===== src/rtl/gfx_pkg.sv =====
// Shared graphics types for sprite, sprite_layer_mux and color_mapper:
// color-code width, the see-through code and the background layer index.
package gfx_pkg;
    localparam int COLOR_W = 4;
    typedef logic [COLOR_W-1:0] color_t;
    localparam int TRANSPARENT_CODE = 0;

    // Layer index reported when no sprite layer wins (background).
    function automatic int bg_layer_idx(input int num_layers);
        return num_layers;
    endfunction

    function automatic int layer_idx_w(input int num_layers);
        return $clog2(num_layers + 1);
    endfunction
endpackage


===== src/rtl/sprite_layer_mux_if.sv =====
// Pixel bus between the sprite generators / display timing and the layer compositor.
interface sprite_layer_mux_if #(
    parameter int NUM_LAYERS = 4,
    parameter int PIX_W      = 4
);
    localparam int IDX_W = $clog2(NUM_LAYERS + 1);

    logic                        frame;
    logic                        de;
    logic [NUM_LAYERS-1:0]       layer_en;
    logic [NUM_LAYERS-1:0]       layer_drawing;
    logic [NUM_LAYERS*PIX_W-1:0] layer_pix;
    logic [PIX_W-1:0]            bg_pix;
    logic [PIX_W-1:0]            screen_pix;
    logic [IDX_W-1:0]            screen_layer;
    logic [NUM_LAYERS-1:0]       collision_mask;
    logic                        collision_valid;

    modport master (
        output frame, de, layer_en, layer_drawing, layer_pix, bg_pix,
        input  screen_pix, screen_layer, collision_mask, collision_valid
    );

    modport slave (
        input  frame, de, layer_en, layer_drawing, layer_pix, bg_pix,
        output screen_pix, screen_layer, collision_mask, collision_valid
    );
endinterface


===== src/rtl/layer_priority_enc.sv =====
// Combinational priority encoder over the opaque-layer vector: lowest set
// index wins; multi flags two or more opaque layers (a collision candidate).
module layer_priority_enc #(
    parameter int NUM_LAYERS = 4,
    localparam int IDX_W     = $clog2(NUM_LAYERS + 1)
) (
    input  logic [NUM_LAYERS-1:0] opaque,
    output logic                  found,
    output logic [IDX_W-1:0]      index,
    output logic                  multi
);
    always_comb begin
        found = |opaque;
        index = IDX_W'(NUM_LAYERS);
        for (int i = NUM_LAYERS - 1; i >= 0; i--) begin
            if (opaque[i]) index = IDX_W'(i);
        end
        // Clearing the lowest set bit leaves something only if >= 2 bits were set.
        multi = |(opaque & (opaque - NUM_LAYERS'(1)));
    end
endmodule


===== src/rtl/sprite_layer_mux.sv =====
// N-layer sprite compositor: registered priority mux with transparency and
// per-layer enables, plus per-frame collision flags for game logic.
module sprite_layer_mux
    import gfx_pkg::*;
#(
    parameter int NUM_LAYERS  = 4,
    parameter int PIX_W       = COLOR_W,
    parameter int TRANSPARENT = TRANSPARENT_CODE
) (
    input  logic               clk_pix,
    input  logic               rst,
    sprite_layer_mux_if.slave  bus
);
    localparam int IDX_W = layer_idx_w(NUM_LAYERS);
    localparam logic [IDX_W-1:0] BG_IDX = IDX_W'(bg_layer_idx(NUM_LAYERS));

    logic [NUM_LAYERS-1:0] opaque;
    logic                  found;
    logic                  multi;
    logic [IDX_W-1:0]      win_idx;
    logic [PIX_W-1:0]      win_pix;
    logic [NUM_LAYERS-1:0] hits;

    logic [PIX_W-1:0]      screen_pix_d,   screen_pix_q;
    logic [IDX_W-1:0]      screen_layer_d, screen_layer_q;
    logic [NUM_LAYERS-1:0] acc_d,          acc_q;
    logic [NUM_LAYERS-1:0] mask_d,         mask_q;
    logic                  valid_d,        valid_q;

    for (genvar g = 0; g < NUM_LAYERS; g++) begin : g_opaque
        assign opaque[g] = bus.layer_en[g] & bus.layer_drawing[g] &
                           (bus.layer_pix[g*PIX_W +: PIX_W] != PIX_W'(TRANSPARENT));
    end

    layer_priority_enc #(.NUM_LAYERS(NUM_LAYERS)) u_enc (
        .opaque (opaque),
        .found  (found),
        .index  (win_idx),
        .multi  (multi)
    );

    always_comb begin
        win_pix = bus.bg_pix;
        for (int i = 0; i < NUM_LAYERS; i++) begin
            if (found && win_idx == IDX_W'(i)) win_pix = bus.layer_pix[i*PIX_W +: PIX_W];
        end
    end

    always_comb begin
        screen_pix_d   = win_pix;
        screen_layer_d = win_idx;
        hits           = (bus.de && multi) ? opaque : '0;
        // A frame pulse closes the old frame including its own hits, then restarts clean.
        acc_d          = bus.frame ? '0 : (acc_q | hits);
        mask_d         = bus.frame ? (acc_q | hits) : mask_q;
        valid_d        = bus.frame;
    end

    always_ff @(posedge clk_pix or posedge rst) begin
        if (rst) begin
            screen_pix_q   <= '0;
            screen_layer_q <= BG_IDX;
            acc_q          <= '0;
            mask_q         <= '0;
            valid_q        <= 1'b0;
        end else begin
            screen_pix_q   <= screen_pix_d;
            screen_layer_q <= screen_layer_d;
            acc_q          <= acc_d;
            mask_q         <= mask_d;
            valid_q        <= valid_d;
        end
    end

    assign bus.screen_pix      = screen_pix_q;
    assign bus.screen_layer    = screen_layer_q;
    assign bus.collision_mask  = mask_q;
    assign bus.collision_valid = valid_q;
endmodule

===== src/flat_wrapper.sv =====
// flat-port wrapper written by rule: the top's interface ports become plain ports
module sprite_layer_mux_flat import gfx_pkg::*;
#(
    parameter int NUM_LAYERS  = 4,
    parameter int PIX_W       = COLOR_W,
    parameter int TRANSPARENT = TRANSPARENT_CODE
)
  (clk_pix, rst, bus_frame, bus_de, bus_layer_en, bus_layer_drawing, bus_layer_pix, bus_bg_pix, bus_screen_pix, bus_screen_layer, bus_collision_mask, bus_collision_valid);
  sprite_layer_mux_if #(.NUM_LAYERS(NUM_LAYERS), .PIX_W(PIX_W)) bus_i ();
  input  logic clk_pix;
  input  logic rst;
  input wire logic [$bits(bus_i.frame)-1:0] bus_frame;
  input wire logic [$bits(bus_i.de)-1:0] bus_de;
  input wire logic [$bits(bus_i.layer_en)-1:0] bus_layer_en;
  input wire logic [$bits(bus_i.layer_drawing)-1:0] bus_layer_drawing;
  input wire logic [$bits(bus_i.layer_pix)-1:0] bus_layer_pix;
  input wire logic [$bits(bus_i.bg_pix)-1:0] bus_bg_pix;
  output wire logic [$bits(bus_i.screen_pix)-1:0] bus_screen_pix;
  output wire logic [$bits(bus_i.screen_layer)-1:0] bus_screen_layer;
  output wire logic [$bits(bus_i.collision_mask)-1:0] bus_collision_mask;
  output wire logic [$bits(bus_i.collision_valid)-1:0] bus_collision_valid;
  assign bus_i.frame = bus_frame;
  assign bus_i.de = bus_de;
  assign bus_i.layer_en = bus_layer_en;
  assign bus_i.layer_drawing = bus_layer_drawing;
  assign bus_i.layer_pix = bus_layer_pix;
  assign bus_i.bg_pix = bus_bg_pix;
  assign bus_screen_pix = bus_i.screen_pix;
  assign bus_screen_layer = bus_i.screen_layer;
  assign bus_collision_mask = bus_i.collision_mask;
  assign bus_collision_valid = bus_i.collision_valid;
  sprite_layer_mux #(.NUM_LAYERS(NUM_LAYERS), .PIX_W(PIX_W), .TRANSPARENT(TRANSPARENT)) u_core (.clk_pix(clk_pix), .rst(rst), .bus(bus_i));
endmodule

===== config.mk =====
export PLATFORM = sky130hd
export DESIGN_NAME = sprite_layer_mux_flat
export DESIGN_NICKNAME = d
export VERILOG_FILES = /design/src/rtl/gfx_pkg.sv /design/src/rtl/sprite_layer_mux_if.sv /design/src/rtl/layer_priority_enc.sv /design/src/rtl/sprite_layer_mux.sv /design/src/flat_wrapper.sv
export SDC_FILE = /design/constraint.sdc
export NUM_CORES = 1
export LEC_CHECK = 0
export ABC_AREA = 1
export CAP_MARGIN = 20
export CORE_MARGIN = 5
export CORE_UTILIZATION = 39
export CTS_BUF_LIST = sky130_fd_sc_hd__clkbuf_16
export DETAILED_ROUTE_END_ITERATION = 7
export PLACE_DENSITY_LB_ADDON = 0.2
export SETUP_SLACK_MARGIN = 0.05
export SLEW_MARGIN = 25
export SYNTH_ARGS = -nofsm -noshare
export SYNTH_HDL_FRONTEND = slang
export SYNTH_SLANG_ARGS = --single-unit

===== constraint.sdc =====
create_clock -name clk_pix -period 0.8 [get_ports clk_pix]
set_input_delay 0.16 -clock clk_pix [delete_from_list [all_inputs] [get_ports clk_pix]]
set_output_delay 0.16 -clock clk_pix [all_outputs]
set_load 0.03 [all_outputs]

==> metrics.md <==
| Metric | Value |
|---|---|
| Status | complete, but fails checks |
| Failing checks | negative setup slack |
| Core Region | 2190 um^2 |
| Leakage | between 0.9 and 1 nW |
| Total Die Area | 3350 um^2 |
| Wl on met1 | between 1000 and 1500 um |
| Die Width | 57.9 um |
| Top Ports | 44 |
| Final worst-path cycle share | 131% |
| Post-DR vias/cell | 5.01 |
| Clock group share of total power | about 33% |
| Drt wl/cell | 15.3 um |
| Antenna violations before repair | 0 |
| Skew-Pair Late Insertion Delay | between 0.2 and 0.25 ns |
| Hpwl dp | 2070 um |
| NetSw | 0.851 mW |
| Clock sink count | 16 |
| R2r setup slk | -0.05 ns |
| Cts hold-fix bufs | 0 |
| Async SR Flop Fraction | between 90% and 100% |
| Hold Vio Cnt, Final | 0 |
| DRC violations left | 0 |
| Arrival @ worst endpoint | 0.89 ns |
| Synth Warn # | 0 |
| Starting density of the core | 40.8% |
| Max_slew headroom | between 80% and 90% |
| Gp weighted congestion | between 0.8 and 0.9 |
| Initial drt markers | 44 |
| CP Cell Sequence | buf_6 |
| Xor/xnor cell area share of the yosys netlist | 0% |
| Final setup fails | 24 |
| Critical R2R Capture | u_core.bus.collision_mask[3]$_DFFE_PP0P_ |
| Yosys top cell area share | roughly two fifths |
| I/O Buffers | 43 |
| Row Count | 17 |
| Post-Syn Area | 895 um^2 |
| Largest family of logic cells by synthesized area | simple AND/OR/NAND/NOR gates |
| N_diodes | 0 |
| Placed instance count | 211 |
| Setup CP Type | flop to primary output |
| Mean Syn Cell Area | between 6 and 7 um^2 |
| Setup Skew | about 0.0031 ns |
| Worst vdd ir | 0.00142 V |
| Met3 wire length | 186 um |
| Synth area leaders | dfrtp_1 42%, nand2_1 25%, inv_1 5.9% |
| Distinct cells, synth | 15 |
| Mux contribution to synthesized area | 0% |
| Largest net degree at the start of global routing | 10 |
| Slowest cell on crit path | dfstp_2 |
| Clock-pin slew on the worst setup and hold paths | 0.05 ns |
| Inserted Clock Buffers | 3 |
| Highest Signal Layer | met4 |
| DR vias | 1148 |
| Unrepaired setup endpoints after global routing | yes |
| Area grow syn2layout | 111% |
| Fin cells | 229 |
| Post-Synthesis Net Count | 161 |
| Total gr overflow | 0 |
| CTS Root Cell | clkbuf_16 |
| Cell family with most CP delay | flip-flops |
| CP Capture Type | primary output |
| ANT nets after route | 0 |
| Die Ht | 57.9 um |
| Top FF cell, synth | dfrtp_1 |
| Max Clock Freq | 0.956 GHz |
| Worst min path class | primary input to asynchronous set/reset pin |
| Total Power | 2.88 mW |
| Setup ws final | -0.246 ns |
| Max-cap viol count | 0 |
| Nets | roughly 230 |
| Max-slew violations | 0 |
| First-pass GRT wire length | 4550 um |
| # H-tree levels | 1 |
| CP Buf/Inv Count | 1 |
| Number of global-route vias before repair | approximately 1100 |
| Crit Path Max Fanout | 1 |
| Worst EP required | 0.64 ns |
| Share of cells above drive strength 1 | 57.7% |
| Measured slew at the worst slew-check pin | ~0.29 ns |
| Number of cells on the worst reg-to-reg path | 4 |
| Hold WS | 0.135 ns |
| Final WL | 3510 um |
| CP startpoint | u_core.bus.screen_layer[2]$_DFF_PP1_ |
| Worst path max stage delay | around 0.52 ns |
| Most numerous cell in the Yosys netlist | nand2_1 |
| Pre-antenna DRT Iters | 4 |
| CTS tree | built |
| Adder-cell share of the synthesized area | 0% |
| Met2 wire length | 1910 um |
| Worst reg2reg path startpoint | u_core.bus.collision_mask[3]$_DFFE_PP0P_ |
| Tmin final | 1.05 ns |
| Area leader, netlist | dfrtp_1 |
| Total power per unit cell area | 1530 nW/um^2 |
| Commonest cells in the netlist | 59 x nand2_1, 15 x dfrtp_1, 14 x inv_1, 12 x nor2_1, 9 x nand3_1 |
| Register area share after synthesis | 44.9% |
| Post-synth EDFFs | 0 |
| Post-Synth Simple-Gate Area | 42.7% |
| Largest buffer count on any clock path | 2 |
| Synthesized netlist cell count | around 130 |
| Pint | between 2 and 2.5 mW |
| Synth Register Bits | 16 |
| Switching fraction of total power | 29.6% |
| Total GRT Usage | approximately 17% |
| Seq pwr share | 32.0% |
| Logic pwr share | 34.6% |
| Compound-cell area share of the yosys netlist | 5.03% |
| Crit path launch type | flop |
==> per-stage QoR <==
step                      TNS [ns]  setup WS [ns]  instance area [um^2]  util [%]
final                        -3.08         -0.246                  1890      86.1
after detailed placement    -10.31         -0.813                  1450      66.1
after floorplan              -1.35         -0.218                   927         -
after global routing         -3.80         -0.263                  1890      86.1
after global placement       -9.64         -0.778                  1450      66.1
after CTS                    -2.44         -0.252                  1720      78.5
==> cell usage in the layout, fill, tap and decap left out, drive strengths merged <==
master / n
nor2: 12
o21ai: 1
clkdlybuf4s50: 6
or2: 3
a21oi: 5
dlygate4sd2: 1
clkbuf: 6
nand3: 9
o211ai: 2
inv: 17
nand4: 1
nand2: 63
buf: 59
dfstp: 1
dfrtp: 15
==> routing by layer <==
| layer | vias to the layer above | global-route usage (%) |
|---|---|---|
| met2 | 59 | 31.8 |
| met4 | 0 | 7.95 |
| li1 | 546 | - |
| met5 | - | 0 |
| met3 | 12 | 3.34 |
| met1 | 531 | 19.5 |
==> power by group through the flow <==
stage	combinational [mW]	sequential (mW)	clock, mW
5_1_grt	1.05	0.928	1.01
2_1_floorplan	0.221	1.05	0
6_report	0.995	0.921	0.962
4_1_cts	0.847	0.921	0.967
3_3_place_gp	0.711	0.918	0
3_5_place_dp	0.727	0.921	0
==> cell type report <==
cell class	count	area, um^2
clock buffers	3	75.1
clock inverters	1	3.75
fillers	107	305
inverters	16	75.1
multi-input cells	96	642
flip-flops and latches	16	402
well taps	28	35.0
repair buffers	69	653
==> registers in the layout, indices dropped and copies added (netlist names) <==
register                    flops
u_core.acc_q                    4
u_core.bus.screen_pix           4
u_core.bus.screen_layer         3
u_core.bus.collision_valid      1
u_core.bus.collision_mask       4
==> cells by family (layout without fill, tap and decap cells) <==
group                  after synthesis  after routing
AO/OA/AOI/OAI                        8              8
flip-flops                          16             16
AND/OR/NAND/NOR                     88             88
buffers and inverters               17             89
==> how the worst max path moves through the flow <==
stage / slack (ns) / to / cells past startpoint
floorplan: -0.22 / u_core.bus.screen_pix[1]$_DFF_PP0_ / 9
global placement: -0.78 / u_core.bus.screen_pix[3]$_DFF_PP0_ / 10
detailed placement: -0.81 / u_core.bus.screen_pix[3]$_DFF_PP0_ / 10
CTS: -0.25 / bus_screen_layer[2] / 1
global route: -0.26 / u_core.bus.screen_pix[0]$_DFF_PP0_ / 10
finish: -0.25 / bus_screen_layer[2] / 1
==> repair_timing <==
item                       CTS  global route
setup endpoints to repair   27            25
resized for setup          146            41
pin swaps                   44            26
setup buffers               10             6
==> worst register-to-register path, stage by stage, from the launching register on <==
cell	delay (ns)
dfrtp_1	0.39
buf_4	0.14
buf_4	0.12
nand2_1	0.05
nand2_1	0.04
No activity file was read; power rests on OpenSTA's default activity.
